File: config.mk
export PLATFORM = sky130hd
export DESIGN_NAME = hs_arith_stream_uminimize
export DESIGN_NICKNAME = d
export VERILOG_FILES = /design/src/rtl/hs_arith_stream_uminimize.sv
export SDC_FILE = /design/constraint.sdc
export NUM_CORES = 1
export LEC_CHECK = 0
export BUFFER_PORTS_ARGS = -buffer_cell sky130_fd_sc_hd__buf_2
export CORE_MARGIN = 2
export CORE_UTILIZATION = 35
export CTS_CLUSTER_SIZE = 20
export DETAILED_ROUTE_END_ITERATION = 10
export GPL_TIMING_DRIVEN = 0
export SLEW_MARGIN = 40
export SYNTH_ARGS = -nofsm -noshare
export SYNTH_HDL_FRONTEND = slang
export SYNTH_SLANG_ARGS = --single-unit
File: constraint.sdc
create_clock -name clk -period 2.7 [get_ports clk]
set_clock_uncertainty 0.1 [all_clocks]
set_input_delay 0.135 -clock clk [delete_from_list [all_inputs] [get_ports clk]]
set_output_delay 0.135 -clock clk [all_outputs]
set_load 0.05 [all_outputs]
File: src/rtl/hs_arith_stream_uminimize.sv
// Streaming unsigned arg-min/arg-max reducer: one registered result per frame, valid/ready on both sides.
// Build with HS_ARITH_STREAM_MINIMIZE_OVF_EN defined to add the m_overflow port and frame-length overflow flag.
package hs_ifr_misc_typedefs_pkg;
  typedef enum logic {BOOL_FALSE = 1'b0, BOOL_TRUE = 1'b1} bool_t;
endpackage

module hs_arith_stream_uminimize
  import hs_ifr_misc_typedefs_pkg::*;
#(
  parameter int    DATA_WIDTH      = 32,
  parameter int    INDEX_WIDTH     = 8,
  parameter bool_t ENABLE_AUX_PATH = BOOL_TRUE,
  parameter type   AUX_DATA_TYPE   = logic,
  parameter bool_t FIND_MAX        = BOOL_FALSE
) (
  input  logic                   clk,
  input  logic                   rst,
  input  logic [DATA_WIDTH-1:0]  s_data,
  input  AUX_DATA_TYPE           s_aux,
  input  logic                   s_last,
  input  logic                   s_valid,
  output logic                   s_ready,
  output logic [DATA_WIDTH-1:0]  m_value,
  output AUX_DATA_TYPE           m_aux,
  output logic [INDEX_WIDTH-1:0] m_index,
`ifdef HS_ARITH_STREAM_MINIMIZE_OVF_EN
  output logic                   m_overflow,
`endif
  output logic                   m_valid,
  input  logic                   m_ready
);

  logic                   accept;
  logic                   first;
  logic                   better;
  logic                   take;
  logic [INDEX_WIDTH-1:0] cnt;
  logic [DATA_WIDTH-1:0]  cand_value;
  logic [INDEX_WIDTH-1:0] cand_index;
  logic [DATA_WIDTH-1:0]  nxt_value;
  logic [INDEX_WIDTH-1:0] nxt_index;

  // Single result slot: a consumed result can be replaced in the same cycle.
  assign s_ready = !m_valid || m_ready;
  assign accept  = s_valid && s_ready;

  // Strict compare so ties keep the earliest beat.
  assign better    = (FIND_MAX == BOOL_TRUE) ? (s_data > cand_value) : (s_data < cand_value);
  assign take      = first || better;
  assign nxt_value = take ? s_data : cand_value;
  assign nxt_index = first ? '0 : (better ? cnt : cand_index);

  always_ff @(posedge clk or posedge rst) begin
    if (rst) begin
      first      <= 1'b1;
      cnt        <= '0;
      cand_value <= '0;
      cand_index <= '0;
      m_value    <= '0;
      m_index    <= '0;
      m_valid    <= 1'b0;
    end else begin
      if (accept) begin
        cand_value <= nxt_value;
        cand_index <= nxt_index;
        if (s_last) begin
          first   <= 1'b1;
          cnt     <= '0;
          m_value <= nxt_value;
          m_index <= nxt_index;
        end else begin
          first <= 1'b0;
          cnt   <= cnt + INDEX_WIDTH'(1);
        end
      end
      if (accept && s_last) begin
        m_valid <= 1'b1;
      end else if (m_ready) begin
        m_valid <= 1'b0;
      end
    end
  end

  generate
    if (ENABLE_AUX_PATH == BOOL_TRUE) begin : g_aux
      AUX_DATA_TYPE cand_aux;
      AUX_DATA_TYPE res_aux;

      always_ff @(posedge clk or posedge rst) begin
        if (rst) begin
          cand_aux <= '0;
          res_aux  <= '0;
        end else if (accept) begin
          if (take) begin
            cand_aux <= s_aux;
          end
          if (s_last) begin
            res_aux <= take ? s_aux : cand_aux;
          end
        end
      end

      assign m_aux = res_aux;
    end else begin : g_no_aux
      assign m_aux = '0;
    end
  endgenerate

`ifdef HS_ARITH_STREAM_MINIMIZE_OVF_EN
  logic ovf_flag;
  logic nxt_ovf;

  // A non-first beat seeing cnt == 0 means the counter has wrapped past 2^INDEX_WIDTH beats.
  assign nxt_ovf = !first && (ovf_flag || (cnt == '0));

  always_ff @(posedge clk or posedge rst) begin
    if (rst) begin
      ovf_flag   <= 1'b0;
      m_overflow <= 1'b0;
    end else if (accept) begin
      ovf_flag <= s_last ? 1'b0 : nxt_ovf;
      if (s_last) begin
        m_overflow <= nxt_ovf;
      end
    end
  end
`endif

endmodule
* Yosys cells after proc, flatten, opt, wreduce, memory -nomap -nowiden
Index checks and enable logic that the tools add are counted. Widths: inputs -> output; s select.
Word-level totals: flip-flop bits (word level) 92
Operators by class: $add $sub $neg 1, magnitude comparators 1, mux-type cells 8, reductions and logical operators 7
Operators with widths (number):
- $lt 32x32->1 | 1
- $mux 32 | 1
- $mux 8 | 3
- $add 8x1->8 const B | 1
- $mux 1 | 4
- $logic_and 1x1->1 | 2
- $logic_or 1x1->1 | 2
- $reduce_and 2->1 | 1
- $reduce_bool 2->1 | 1
- $logic_not 1->1 | 1

* Logic depth before layout (Yosys ltp)
depth in word-level cells 5, depth in mapped cells 10, gate-level depth less buffers 8

* Least setup slack after synthesis
No wires, ideal clock.
path kind register to register, start point reg cand_value[31], end point reg cand_value[11], data arrival time 2406 ps, data required time 2473 ps, path slack 67 ps, cell stages (with the launch flop) 11, period minus slack after synthesis 2633 ps, cells stage by stage dfrtp_1 > inv_1 > ha_1 > nand4_1 > nor4_2 > nand2_2 > or2_0 > buf_2 > o211ai_4 > buf_6 > mux2_1
On the way: cells in the longest elaborated chain, start to end 3
RTL lines:
- start, declared | RTL line 38 | logic [DATA_WIDTH-1:0] cand_value;
- start signal, assigned | RTL line 64 | cand_value <= nxt_value;
- $lt 32x32->1 | RTL line 48 | assign better = (FIND_MAX == BOOL_TRUE) ? (s_data > cand_value) : (s_data < cand_value);
- $logic_or 1x1->1 | RTL line 49 | assign take = first || better;
- $mux 32 | RTL line 50 | assign nxt_value = take ? s_data : cand_value;
No other way between the ends. A chain may end at the register's enable or synchronous reset.

* Worst setup path in the final report
start point reg cand_value[25], end point reg cand_value[10]
Same word-level chain as after synthesis.

==> results.toml <==
[outcome]
status = "finished with violations"
violations = "negative setup slack"

[synth]
ys.flop_type = "dfrtp_1"
ys_types = 42
synth.top_cell.area_share_pct = 43.1
synth-edff-count = 0
syn_avg_cell_area_um2 = 9.51
synth_common_cells = "nand2_1, dfrtp_1, o211ai_1"
synthArstFlopShare_pct = 100
syn_inst = 556
syn_area_um2 = 5290
yosysWarnings = 0
yosysMostFrequentCell = "nand2_1"
synth_seq_cells = 92
yosysSeqAreaShare_pct = 43.6
synth_area_leaders = "dfrtp_1, o211ai_1, nand2_1"
yosysTopAreaCell = "dfrtp_1"
synth_nets = 626

[sta]
period_minus_slack_ps = 2790
fmax_mhz = 358
drv_slew = 0
finalHoldViolCount = 0
layout_setup_ws_ps = -94.5
slew_headroom_pct = 65.2
tightest_slew_ps = 522
finalCritPeriodShare_pct = 104
setup_tns_ps = -2380
grt_setup_unrepaired = "true"
final-setup-viol-count = 34
whs_ps = 25.8

[worst_hold_path]
hold_class = "primary input to flip-flop"
hold_depth = 3
hold_path.startpoint = "m_ready"
min_to = "m_valid"

[routing]
vias_per_cell = 5.33
met2_length_um = 6970
drt-initial-drc-count = 257
routed-via-count = 4698
wl_met3_um = 546
wl_um = 14800
wl_per_cell_um = 16.8
met1Wirelength_um = 6930
routed.top_layer = "met4"
drc = 0
drtPass1Iterations = 4
drtAntennaViolNets = 0

[setup_path]
r2r_slack_ps = -90
r2r_end = "cand_value[10]"
startpoint_type = "flip-flop"
cp.required_ps = 2840
cp_data_arrival_time_ps = 2940
crit_start = "cand_value[25]"
reg2reg_depth = 11
critical_path_class = "flip-flop to flip-flop"
cp-end-kind = "flip-flop"
timing.rr.start = "cand_value[25]"
path_max_fanout = 8

[clock_network]
clock-root-buffer = "clkbuf_16"
cts_buffer_depth = 2
tritoncts = "built"
clkSlewWorstSetupHoldPaths_ps = 70
clk_latency_ps = 360
cts_sinks = 92
cts_buffers = 9
htree_levels = 3

[die]
dieHeight_um = 127
core-area_um2 = 14600
die-area_um2 = 16100
rows = 44
initial_core_util_pct = 36.1
die_x_um = 127
io_pins = 81

[global_route]
grt_start_max_net_pins = 51
grt_use_total_pct = 19.0
overflow = 0
grt_pass1_vias = 4762
grt_pass1_wl_um = 24300
antenna_found_initial = 0

[finish]
diodes = 0
layout-drive-gt1-share_pct = 23.9
synthToLayoutAreaGrowth_pct = 31.1
fillCellCount = 1382
final_util_pct = 47.4
layout.nets = 763

[place]
hpwl_um = 9880
dp_slack_ps = -317
io_buffer_count = 80
gp_congestion = 0.835

[power]
p_per_area_nw_per_um2 = 939
p_leak_uw = 0.00318
ir_drop_mv = 0.474

[flow_run]
cap_viol_max_count = 0
-- layout by cell type (no fill, tap or decap), types with 4 or more instances in the layout --
cell / instances
a21oi_1: 15
and2_1: 34
buf_2: 82
buf_4: 10
buf_8: 4
clkbuf_1: 23
clkbuf_16: 10
dfrtp_1: 91
dlygate4sd3_1: 34
ha_1: 31
inv_1: 30
mux2_2: 4
mux2_4: 26
nand2_1: 107
nand2b_1: 11
nor2_1: 8
nor3b_1: 7
o2111ai_1: 8
o211ai_1: 74
o21ai_0: 16
o221ai_1: 7
o311ai_0: 6
-- registers in the layout, indices dropped and copies added (netlist names) --
register        cells
cand_index          8
cnt                 8
first               1
m_value            32
cand_value         32
g_aux.cand_aux      1
m_aux               1
m_index             8
m_valid             1
-- how the worst max path moves through the flow --
stage | endpoint | slack (ps)
5_1_grt | cand_value[10] | -180
3_3_place_gp | m_value[21] | -1150
4_1_cts | cand_value[16] | -2
6_report | cand_value[10] | -90
3_5_place_dp | m_value[16] | -320
2_1_floorplan | cand_index[0] | 70
-- repair_timing --
action,in CTS,in global routing
buffers inserted,9,3
gates resized for setup,18,48
setup endpoints to repair,77,82
hold buffers,34,0
gates cloned,2,1
hold endpoints to repair,75,0
pin swaps,4,5
-- final cells by class --
type / instances / area, um^2 / share of cell area (%)
flip-flops and latches: 92 / 2300 / 33.2
plain buffers: 38 / 210 / 3.03
well taps: 184 / 230 / 3.32
inverters: 32 / 128 / 1.84
multi-input cells: 390 / 2820 / 40.6
clock buffers: 10 / 239 / 3.45
clock inverters: 6 / 63.8 / 0.920
repair buffers: 130 / 942 / 13.6
-- metrics by stage --
step | std cells | area [um^2] | power, uW
finish | 882 | 6930 | 6510
detailed placement | 821 | 5950 | 4790
floorplan | 556 | 5290 | 4060
global route | 882 | 6930 | 6900
CTS | 881 | 6750 | 6300
global placement | 820 | 5920 | 4710
-- power breakdown --
part | internal (uW) | leakage [uW] | switching, uW
combinational | 1100 | 0.00189 | 1970
sequential | 1820 | 0.00114 | 300
clock | 742 | 0.000144 | 581
-- kinds of logic (layout without fill, tap and decap cells) --
logic type      after synthesis  count (layout)  synth area share, %
fa+ha+maj                    32              32                 7.57
flops                        92              92                 43.6
simple gates                185             185                 16.7
compound gates              140             140                 19.4
buf+inv                      74             216                 5.73
mux                          33              33                 7.03
-- per-layer routing --
| metal | vias to the layer above | track usage [%] |
|---|---|---|
| met3 | 30 | 3.04 |
| li1 | 2265 | - |
| met4 | 0 | 8.27 |
| met5 | - | 0 |
| met2 | 124 | 29.9 |
| met1 | 2279 | 26.0 |
-- critical path, stage by stage (launching register included) --
cell       delay (ps)
dfrtp_1           360
inv_1              50
ha_1              280
nand4_1           190
nor4_4            400
nand2_2            90
or2_1             250
buf_6             140
o211ai_4          180
buf_12            180
clkbuf_16         160
mux2_4            290
Note: power is estimated with default switching activity, not from simulation.
